<file path="src/rtl/opacc_seq.sv">
// Purpose: command sequencer for one outer-product accumulator cell bank (LOAD / MACC / STORE).
// Latency: one cycle from command accept to the stream opening; done/err are pulsed one cycle after the final beat or accept.
// Backpressure: only the active state's stream sees ready/valid; stalls hold the beat count; flush drops the in-flight beat.
//
// Ports:
//   clk, reset_n                       clock, asynchronous active-low reset
//   cmd_valid/cmd_ready, cmd_op,       command handshake: op 0=LOAD 1=MACC 2=STORE 3=illegal,
//   cmd_reg, cmd_len                   target register and MACC beat count
//   flush                              synchronous abort to IDLE
//   ld_valid/ld_ready                  C-load stream handshake
//   op_valid/op_ready                  A/B operand stream handshake
//   st_valid/st_ready                  C-store stream handshake
//   ci_valid, ab_valid                 cell load / accumulate strobes
//   cld_addr, ab_addr, cst_addr        cell register addresses (current command's register)
//   busy, done, err                    status: not idle, completion pulse, illegal-command pulse
module opacc_seq #(
  parameter int NREGS  = 2,
  parameter int LEN_W  = 16,
  localparam int ADDR_W = (NREGS > 1) ? $clog2(NREGS) : 1
) (
  input  logic              clk,
  input  logic              reset_n,
  input  logic              cmd_valid,
  output logic              cmd_ready,
  input  logic [1:0]        cmd_op,
  input  logic [ADDR_W-1:0] cmd_reg,
  input  logic [LEN_W-1:0]  cmd_len,
  input  logic              flush,
  input  logic              ld_valid,
  output logic              ld_ready,
  input  logic              op_valid,
  output logic              op_ready,
  output logic              st_valid,
  input  logic              st_ready,
  output logic              ci_valid,
  output logic              ab_valid,
  output logic [ADDR_W-1:0] cld_addr,
  output logic [ADDR_W-1:0] ab_addr,
  output logic [ADDR_W-1:0] cst_addr,
  output logic              busy,
  output logic              done,
  output logic              err
);

  typedef enum logic [1:0] {
    S_IDLE  = 2'd0,
    S_LOAD  = 2'd1,
    S_MACC  = 2'd2,
    S_STORE = 2'd3
  } state_t;

  localparam logic [1:0] OP_LOAD  = 2'd0;
  localparam logic [1:0] OP_MACC  = 2'd1;
  localparam logic [1:0] OP_ILLEG = 2'd3;

  state_t              state;
  logic [ADDR_W-1:0]   cur_reg;
  logic [LEN_W-1:0]    cnt;
  logic                out_of_reset;  // keeps cmd_ready low while reset is held and until the first edge after release
  logic                done_q;
  logic                err_q;

  logic                accept;
  logic                bad_cmd;
  logic                st_fire;

  // Stream enables are decoded from the registered state; flush masks them so the in-flight beat is dropped.
  assign cmd_ready = out_of_reset & (state == S_IDLE) & ~flush;
  assign ld_ready  = (state == S_LOAD)  & ~flush;
  assign op_ready  = (state == S_MACC)  & ~flush;
  assign st_valid  = (state == S_STORE) & ~flush;

  assign ci_valid  = ld_valid & ld_ready;
  assign ab_valid  = op_valid & op_ready;
  assign st_fire   = st_valid & st_ready;

  assign cld_addr  = cur_reg;
  assign ab_addr   = cur_reg;
  assign cst_addr  = cur_reg;

  assign busy      = (state != S_IDLE);
  assign done      = done_q;
  assign err       = err_q;

  assign accept    = cmd_valid & cmd_ready;
  // A zero-length MACC is rejected so the beat counter can never wrap.
  assign bad_cmd   = (cmd_op == OP_ILLEG) | ((cmd_op == OP_MACC) & (cmd_len == '0));

  always_ff @(posedge clk or negedge reset_n) begin
    if (!reset_n) begin
      state        <= S_IDLE;
      cur_reg      <= '0;
      cnt          <= '0;
      out_of_reset <= 1'b0;
      done_q       <= 1'b0;
      err_q        <= 1'b0;
    end else begin
      out_of_reset <= 1'b1;
      done_q       <= 1'b0;
      err_q        <= 1'b0;
      if (flush) begin
        state <= S_IDLE;
        cnt   <= '0;
      end else begin
        case (state)
          S_IDLE: begin
            if (accept) begin
              cur_reg <= cmd_reg;
              cnt     <= cmd_len;
              if (bad_cmd) begin
                err_q <= 1'b1;
              end else begin
                case (cmd_op)
                  OP_LOAD: state <= S_LOAD;
                  OP_MACC: state <= S_MACC;
                  default: state <= S_STORE;
                endcase
              end
            end
          end
          S_LOAD: begin
            if (ci_valid) begin
              state  <= S_IDLE;
              done_q <= 1'b1;
            end
          end
          S_MACC: begin
            if (ab_valid) begin
              cnt <= cnt - LEN_W'(1);
              if (cnt == LEN_W'(1)) begin
                state  <= S_IDLE;
                done_q <= 1'b1;
              end
            end
          end
          S_STORE: begin
            if (st_fire) begin
              state  <= S_IDLE;
              done_q <= 1'b1;
            end
          end
          default: state <= S_IDLE;
        endcase
      end
    end
  end

endmodule

</file>
<file path="config.mk">
export PLATFORM = sky130hd
export DESIGN_NAME = opacc_seq
export DESIGN_NICKNAME = d
export VERILOG_FILES = /design/src/rtl/opacc_seq.sv
export SDC_FILE = /design/constraint.sdc
export NUM_CORES = 1
export LEC_CHECK = 0
export BUFFER_PORTS_ARGS = -buffer_cell sky130_fd_sc_hd__buf_2
export CORE_MARGIN = 5
export CORE_UTILIZATION = 43
export DETAILED_ROUTE_END_ITERATION = 10
export PLACE_DENSITY = 0.66
export SLEW_MARGIN = 20
export SYNTH_ARGS = -nofsm -noshare
export SYNTH_HDL_FRONTEND = slang
export SYNTH_SLANG_ARGS = --single-unit
</file>
<file path="constraint.sdc">
create_clock -name clk -period 4.05 [get_ports clk]
set_input_delay 0.6075 -clock clk [delete_from_list [all_inputs] [get_ports clk]]
set_output_delay 0.6075 -clock clk [all_outputs]
set_load 0.005 [all_outputs]
</file>
==> results.md, run 1 <==
* Status: finished clean
* Leading post-synthesis cells by cell area: dfrtp_1, a21oi_1, nand2_1, nor4_1, nor2_1
* Maximum clock insertion buffer count at 2
* Detailed placement HPWL at about 3400 um
* Slew Viols, Final at 0
* Layout Nets at about 230
* Switching power at around 0.00022 W
* Startpoint Class: input pin
* Sink Count at 22
* Final instance area at approximately 1800 sq um
* Share of the synthesized area in the top cell type at between 30% and 40%
* Leading area contributor after synthesis: dfrtp_1
* Mean cell area of the mapped netlist at 8.837 sq um
* Fin crit share at between 50 and 60%
* Die area at between 4000 and 5000 sq um
* Internal power at approximately 0.00037 W
* Fmax at ~0.45 GHz
* DIE HEIGHT at between 70 and 80 um
* Drt total wl at ~4500 um
* GRT Util Overall at 19.05%
* Hold/Removal Path Class: in2async
* Drt drc at 0
* Port buffer count at 37
* Vias at 1541
* Global-route wire length before repair at between 7000 and 8000 um
* Critical path arrival at roughly 1600 ps
* Hold buffer count at cts at 0
* EDFF count, synth at 0
* Synth top cells by count: dfrtp_1, nand2_1, a21oi_1, nor2_1, nor4_1
* Mapped Nets at a little over 200
* Largest net degree at the start of global routing at 23
* Worst vdd ir at between 0.00015 and 0.0002 V
* Placer Congestion at slightly below 0.9
* Yosys warning count at 0
* Worst Path Buf+Inv at 3
* Top FF cell, synth: dfrtp_1
* Flip-flop and latch count after synthesis at 22
* Pwr Density at between 300 and 400 nW/um^2
* Ant. Diodes at 0
* Crit-path max cell delay at about 290 ps
* Power, Total at approximately 0.0006 W
* Reg clk slew, reported paths at 130 ps
* Initial Utilization at between 40 and 50%
* Clock network power share at 21.4%
* Htree depth at 1
* Crit Path Class: in2out
* P&R area growth vs syn at 12.63%
* Cts bufs inserted at 3
* Num rows at 21
* Rel. slew slack at 36.21%
* Clk_lat worst skew at between 300 and 400 ps
* Worst hold slack at 236.0 ps
* Cell family with most CP delay: buffers and inverters
* Clk_skew at around 3.0 ps
* Detail Route Antenna Nets at 0
* Sequential share of the synthesized area at between 30% and 40%
* Final Hold Viols at 0
* Type of destination of the critical path: output pin
* Worst slew pin tran at 948.1 ps
* CP most frequent cell: buf_2
* Vias in the first global route at approximately 1500
* Io pins at 38
* Grt ovf at 0
* Worst path cell trace: buf_2, inv_1, nand2_1, nor2_1, and2_1, buf_2
* Cts repair resizes at 0
* Sequential fraction of design power at a little over two fifths
* Logic gate share of total power at between 30% and 40%
* Final Core Density at 51.28%
* Core ar. at ~3400 sq um
* Die X-Extent at about 70 um
* Placed cell area at roughly 1700 sq um
* CP Data Required Time at about 3400 ps
* Setup TNS Final at 0 ps
* RSZ-0062 raised after global routing: false
* Worst path slowest cell: buf_2
* Post-synthesis instance total at ~180
* Post-synth ARST share at 100.0%
* DR WL/cell at between 15 and 20 um
* Initial DRC count at about 210
* Top-count cell post-synth: dfrtp_1
* CTS tree: built
* CP max FO at 16
* Setup repair bufs after CTS at 0
* Pre-Repair DR Iteration Count at 4
* # setup viols final at 0
* Switching Fraction at between 30% and 40%
* Cell variety after synth at between 50 and 60
* Post-layout minimum cycle time at about 2200 ps
* Proportion of layout cells with a drive suffix above 1 at about a quarter
* Leakage at ~0.76 nW
* Clock root cell: clkbuf_4
* Max-cap violations at 0
* Initial antenna violation count at 0
* Post-Syn Area at approximately 1600 sq um
* Via density at slightly above 6
[power groups by stage]
stage | Sequential, W | Clock (W) | Combinational (W)
after floorplan | 0.000257 | 0 | 0.000153
after global placement | 0.000263 | 0 | 0.000207
after detailed placement | 0.000265 | 0 | 0.000206
after CTS | 0.000260 | 0.000130 | 0.000207
after global routing | 0.000264 | 0.000142 | 0.000227
final | 0.000260 | 0.000128 | 0.000208
[cell type report]
class,instances,area [sq um]
sequential,22,550.5
timing repair buffer,37,185.2
clock buffer,4,36.28
fill,350,1664
tap,46,57.56
inverter,5,18.77
multi-input combinational,137,903.4
[cells by family after synthesis]
| kind of cell | share of synthesized area, % |
|---|---|
| other cells | 0.2411 |
| simple gates | 28.08 |
| fa+ha+maj | 1.609 |
| mux | 3.459 |
| buf+inv | 6.516 |
| flops | 35.40 |
| compound gates | 24.70 |
[metal layers]
metal,wire length (um),vias to the layer above,global-route usage (%)
met4,113,0,8.723
met2,2032,59,28.33
met5,0,-,0
met3,267,11,3.013
met1,2077,737,26.96
li1,-,734,-
[final timing paths]
path | from | to | slack (ps) | depth (start not counted)
max | flush | ci_valid | 1810 | 6
min | reset_n | cnt[10]$_DFFE_PN0P_ | 240 | 1
max reg2reg | state[1]$_DFFE_PN0P_ | cnt[14]$_DFFE_PN0P_ | 1840 | 4
min reg2reg | cnt[11]$_DFFE_PN0P_ | cnt[11]$_DFFE_PN0P_ | 580 | 2
max in group asynchronous | reset_n | state[1]$_DFFE_PN0P_ | 3480 | 1
min in group clk | cmd_op[0] | state[0]$_DFFE_PN0P_ | 490 | 2
[sequential cells by signal, summed over array words and instances, names as in the netlist]
register,flops
done,1
err,1
out_of_reset,1
state,2
ab_addr,1
cnt,16
[cell usage in the layout, fill, tap and decap left out, drive strengths merged, types with 2 or more instances in the layout]
cell type  instances
a21oi             13
a22oi              5
a31oi              5
a32oi              2
a41oi              2
and2               4
and3               4
buf               37
clkbuf             4
dfrtp             22
ha                 2
inv                5
mux2               3
mux2i              2
nand2             13
nand2b             2
nand3              4
nand3b             2
nand4              3
nor2              11
nor2b              3
nor3               6
nor3b              2
nor4               9
o211ai             4
o21ai             12
o311ai             2
o32ai              3
or2                2
or4                3
[through the flow]
stage | cells | worst slack (ps)
detailed placement | 247 | 1840
global route | 251 | 1668
CTS | 251 | 1810
finish | 251 | 1808
global placement | 247 | 1885
floorplan | 176 | 2124
Note: power is estimated with default switching activity, not from simulation.
==> run 2, diff against run 1 <==
- ABC_AREA: unset -> 1
- PLACE_DENSITY: 0.66 -> 0.68
- clock period: 4.05 -> 2 ns (I/O delays scaled with it)
==> results.md, run 2 <==
* Detailed placement HPWL at ~3100 um
* Cell family with most CP delay: simple AND/OR/NAND/NOR gates
* Post-synth ARST share at between 90% and 100%
* Critical path arrival at approximately 1800 ps
* CP Data Required Time at 2160 ps
* Worst hold slack at -4.409 ps
* Ant. Diodes at 0
* Post-layout minimum cycle time at roughly 1700 ps
* RSZ-0062 raised after global routing: false
* # setup viols final at 0
* Top FF cell, synth: dfrtp_1
* Type of destination of the critical path: register
* Max FFs per register at 16
* CP max FO at 5
* Sequential share of the synthesized area at between 30% and 40%
* Worst path slowest cell: dfrtp_1
* Cts repair resizes at 0
* Initial DRC count at a little over 90
* Drt drc at 0
* Top-count cell post-synth: nand2_1
* Post-synthesis instance total at 255
* Most frequent cells in the layout: nand2_1, nor2_1, buf_2
* Io pins at 38
* Vias at 1650
* Worst vdd ir at ~0.0009 V
* GRT Util Overall at between 10% and 20%
* Via density at slightly below 5
* Flip-flop and latch count after synthesis at 22
* Clk_skew at approximately 6.5 ps
* Proportion of layout cells with a drive suffix above 1 at between 10% and 20%
* Detail Route Antenna Nets at 0
* Largest register by flop count: cnt
* Layout Nets at about 320
* Initial antenna violation count at 0
* Clk_lat worst skew at about 260 ps
* Pre-Repair DR Iteration Count at 4
* Crit Path Class: reg2reg
* Worst Path Buf+Inv at 2
* Clock root cell: clkbuf_8
* Hold buffer count at cts at 0
* Cts bufs inserted at 3
* Failing checks: hold timing
* Startpoint Class: register
* Hold/Removal Path Class: in2async
* Largest net degree at the start of global routing at 24
* Crit-path max cell delay at 430 ps
* Post-Syn Area at between 1500 and 2000 sq um
* Grt ovf at 0
* Worst slack, placed at between 300 and 400 ps
* CTS tree: built
* Leakage at roughly 1 nW
* Die X-Extent at 71.03 um
* Max-cap violations at 0
* Mapped Nets at 283
* Cell variety after synth at 28
* Slew Viols, Final at 0
* Reg clk slew, reported paths at about 90 ps
* Global-route wire length before repair at roughly 7000 um
* CP most frequent cell: nand2_1
* Final setup margin at roughly 320 ps
* Htree depth at 1
* Status: finished, violations left
* Leading post-synthesis cells by cell area: dfrtp_1, nand2_1, nor2_1, nand3_1, inv_1
* Core ar. at ~3600 sq um
* Placer Congestion at 0.8671
* P&R area growth vs syn at 17.03%
* Fmax at between 0.5 and 0.6 GHz
* Drt total wl at ~4000 um
* Setup TNS Final at 0 ps
* Port buffer count at 37
* Pwr Density at 1535 nW/um^2
* EDFF count, synth at 0
* Num rows at 22
* Share of the synthesized area in the top cell type at 34.38%
* Most common cell after layout, fill and taps aside: nand2_1
* Final Hold Viols at 4
* Fin crit share at a little over four fifths
* DIE HEIGHT at ~71 um
* Yosys warning count at 0
* Regs by FF count: cnt (16), state (2)
* Worst slew pin tran at between 500 and 600 ps
* Synth top cells by count: nand2_1, nor2_1, inv_1, dfrtp_1, nand3_1
* Maximum clock insertion buffer count at 2
* Mean cell area of the mapped netlist at ~6.3 sq um
* Sink Count at 22
* Leading area contributor after synthesis: dfrtp_1
* Worst path cell trace: inv_1, ha_1, nand2_1, nor2_4, nand2_1, inv_1, nand2_1, nand2_1, nand3_1, nand2_1, nand2_1
* Rel. slew slack at 65.15%
* Vias in the first global route at 1574
* Initial Utilization at ~44%
* Setup repair bufs after CTS at 0
* Die area at 5045 sq um
* DR WL/cell at about 12 um
[run 2: where the power goes]
part | switching (W) | internal (W)
Combinational | 0.00111 | 0.000594
Sequential | 0.000208 | 0.000640
Clock | 0.000150 | 0.000175
Total | 0.00147 | 0.00141
[run 2: cells by family (layout without fill, tap and decap cells)]
logic type | count (synthesis) | after routing | synth area share [%]
other | 1 | 1 | 0.2342
adders and majority gates | 2 | 2 | 1.562
and+or+nand+nor | 169 | 169 | 44.45
AOI/OAI and AO/OA | 26 | 26 | 8.516
muxes | 1 | 1 | 0.7031
DFF | 22 | 22 | 34.38
buffers and inverters | 31 | 68 | 8.515
xor gates and xnor gates | 3 | 3 | 1.641
[run 2: through the flow]
step	instances	hold WS (ps)	util, %	power, W	area, sq um
floorplan	255	4.409	-	0.002140	1602
global placement	336	308.7	50.07	0.002537	1819
detailed placement	336	312.6	50.07	0.002551	1819
CTS	340	19.76	51.58	0.002881	1874
global route	340	47.02	51.58	0.003207	1874
finish	340	-4.409	51.58	0.002877	1874
[run 2: path summary, 6_finish.rpt]
| kind | startpoint | endpoint | slack [ps] | cells after the start |
|---|---|---|---|---|
| setup / recovery | cnt[0]$_DFFE_PN0P_ | cnt[12]$_DFFE_PN0P_ | 320 | 11 |
| hold / removal | reset_n | cnt[9]$_DFFE_PN0P_ | -4 | 1 |
| setup reg to reg | cnt[0]$_DFFE_PN0P_ | cnt[12]$_DFFE_PN0P_ | 320 | 11 |
| hold reg to reg | cnt[15]$_DFFE_PN0P_ | cnt[15]$_DFFE_PN0P_ | 480 | 2 |
| max in group asynchronous | reset_n | state[0]$_DFFE_PN0P_ | 1640 | 1 |
| min in group clk | st_ready | done$_DFF_PN0_ | 270 | 3 |
[run 2: final cells by class]
| cell class | instances | area [sq um] |
|---|---|---|
| Fill cell | 403 | 1759 |
| Multi-Input combinational cell | 202 | 914.6 |
| Sequential cell | 22 | 550.5 |
| Timing Repair Buffer | 39 | 200.2 |
| Inverter | 25 | 93.84 |
| Tap cell | 48 | 60.06 |
| Clock buffer | 4 | 55.05 |
[run 2: per-layer routing]
| metal | share of wire, % | global-route usage [%] | wire (um) |
|---|---|---|---|
| met3 | 6.1 | 2.557 | 245 |
| met1 | 49 | 23.80 | 1969 |
| met2 | 44 | 27.19 | 1775 |
| met5 | 0 | 0 | 0 |
| met4 | 0.50 | 3.340 | 20 |
==> run 3, diff against run 2 <==
- PLACE_DENSITY: 0.68 -> 0.65
- clock period: 2 -> 1.8 ns (I/O delays scaled with it)
==> results.md, run 3 (synthesis gave the netlist of run 2 again) <==
* Clk_lat worst skew at 270 ps
* Slew Viols, Final at 0
* Io pins at 38
* Power, Total at about 0.0033 W
* Max-cap violations at 0
* Most common cell after layout, fill and taps aside: nand2_1
* Ant. Diodes at 0
* Most frequent cells in the layout: nand2_1, nor2_1, buf_2
* Post-layout minimum cycle time at around 1600 ps
* Pre-Repair DR Iteration Count at 4
* Largest register by flop count: cnt
* P&R area growth vs syn at 19.30%
* CP max FO at 10
* GRT Util Overall at between 10% and 20%
* Via density at roughly 4.7
* # setup viols final at 0
* Detailed placement HPWL at about 3000 um
* Type of destination of the critical path: output pin
* Worst vdd ir at 0.0007436 V
* Regs by FF count: cnt (16), state (2)
* Register area at between 500 and 600 sq um
* Pwr Density at ~1700 nW/um^2
* Initial Utilization at 44.08%
* Clk_skew at around 7.7 ps
* CTS tree: built
* Die area at 5045 sq um
* Max FFs per register at 16
* Htree depth at 1
* Worst hold slack at around 230 ps
* Status: finished clean
* Layout Nets at between 300 and 400
* Final setup margin at 185.5 ps
* Port buffer count at 37
* Fin crit share at about nine tenths
* Vias in the first global route at ~1600
* Placer Congestion at 0.8695
* Worst slack, placed at around 200 ps
* Sink Count at 22
* DIE HEIGHT at about 70 um
* Startpoint Class: register
* Final instance area at about 1900 sq um
* Area of the multi-input gates at about 920 sq um
* Vias at 1614
* Drt drc at 0
* Initial DRC count at 74
* Fmax at a little over 0.6 GHz
* DR WL/cell at approximately 11 um
* Rel. slew slack at around two thirds
* Num rows at 22
* Cts bufs inserted at 3
* Proportion of layout cells with a drive suffix above 1 at 19.05%
* Crit Path Class: reg2out
* CP Data Required Time at between 1500 and 2000 ps
* Largest net degree at the start of global routing at 24
* Setup repair bufs after CTS at 0
* Die X-Extent at between 70 and 80 um
* Worst slew pin tran at approximately 520 ps
* Clock root cell: clkbuf_8
* Global-route wire length before repair at ~6700 um
* Grt ovf at 0
* RSZ-0062 raised after global routing: false
* Drt total wl at just under 4000 um
* Setup TNS Final at 0 ps
* Leakage at around 1 nW
* Final Hold Viols at 0
* Hold/Removal Path Class: in2reg
* Placed cell area at approximately 1800 sq um
* Fillcell total at a little under 400
* Detail Route Antenna Nets at 0
* Core ar. at around 3600 sq um
* Reg clk slew, reported paths at 90 ps
* Critical path arrival at approximately 1300 ps
* Maximum clock insertion buffer count at 2
* Initial antenna violation count at 0
## run 3: cell count changes in the layout (fill, tap and decap cells not counted), sizes merged
cell / delta
bufinv: +1
clkbuf: -1
dlygate4sd3: +1
buf: +1
## run 3: metal layers
metal	up-vias	GRT usage [%]	part of all wire, %
li1	874	-	-
met4	0	4.384	0.64
met1	698	22.02	48
met3	2	2.841	6.9
met5	-	0	0
met2	40	27.19	45
## run 3: worst paths after layout
| check | end | cells after the start | slack, ps | from |
|---|---|---|---|---|
| worst min-delay path | ab_addr$_DFFE_PN0P_ | 2 | 230 | cmd_reg |
| min in group asynchronous | cnt[10]$_DFFE_PN0P_ | 2 | 500 | reset_n |
| max in group asynchronous | cnt[2]$_DFFE_PN0P_ | 2 | 950 | reset_n |
| worst max-delay path | op_ready | 4 | 190 | state[0]$_DFFE_PN0P_ |
| worst min register to register | cnt[15]$_DFFE_PN0P_ | 2 | 500 | cnt[15]$_DFFE_PN0P_ |
| worst max register to register | cnt[1]$_DFFE_PN0P_ | 8 | 200 | state[0]$_DFFE_PN0P_ |
## run 3: power breakdown
part	total [W]	switching, W	leakage, nW	internal [W]
Clock	0.000472	0.000175	0.0357	0.000297
Combinational	0.00190	0.00121	0.704	0.000682
Sequential	0.000945	0.000234	0.287	0.000711
## run 3: repair_timing
| action | CTS | global route |
|---|---|---|
| resized for setup | 0 | 1 |
| endpoints found under the hold margin | 22 | 0 |
| hold buffers | 1 | 0 |
| setup endpoints to repair | 0 | 1 |
## run 3: layout make-up
| type | instances | share of cell area [%] |
|---|---|---|
| multi-input combinational | 202 | 48.00 |
| clock buffer | 3 | 2.161 |
| tap | 48 | 3.143 |
| timing repair buffer | 41 | 11.39 |
| inverter | 25 | 4.912 |
| sequential | 22 | 28.81 |
| clock inverter | 1 | 1.572 |
## run 3: metrics by stage
step,std cells,utilization [%]
2_1_floorplan,255,-
3_3_place_gp,337,50.28
3_5_place_dp,337,50.28
4_1_cts,342,52.51
5_1_grt,342,52.58
6_report,342,52.58
## run 3: critical path, stage by stage (launching register included)
cell and delay [ps]:
dfrtp_1 440, inv_2 120, nand2_2 160, nor2_1 210, buf_2 150
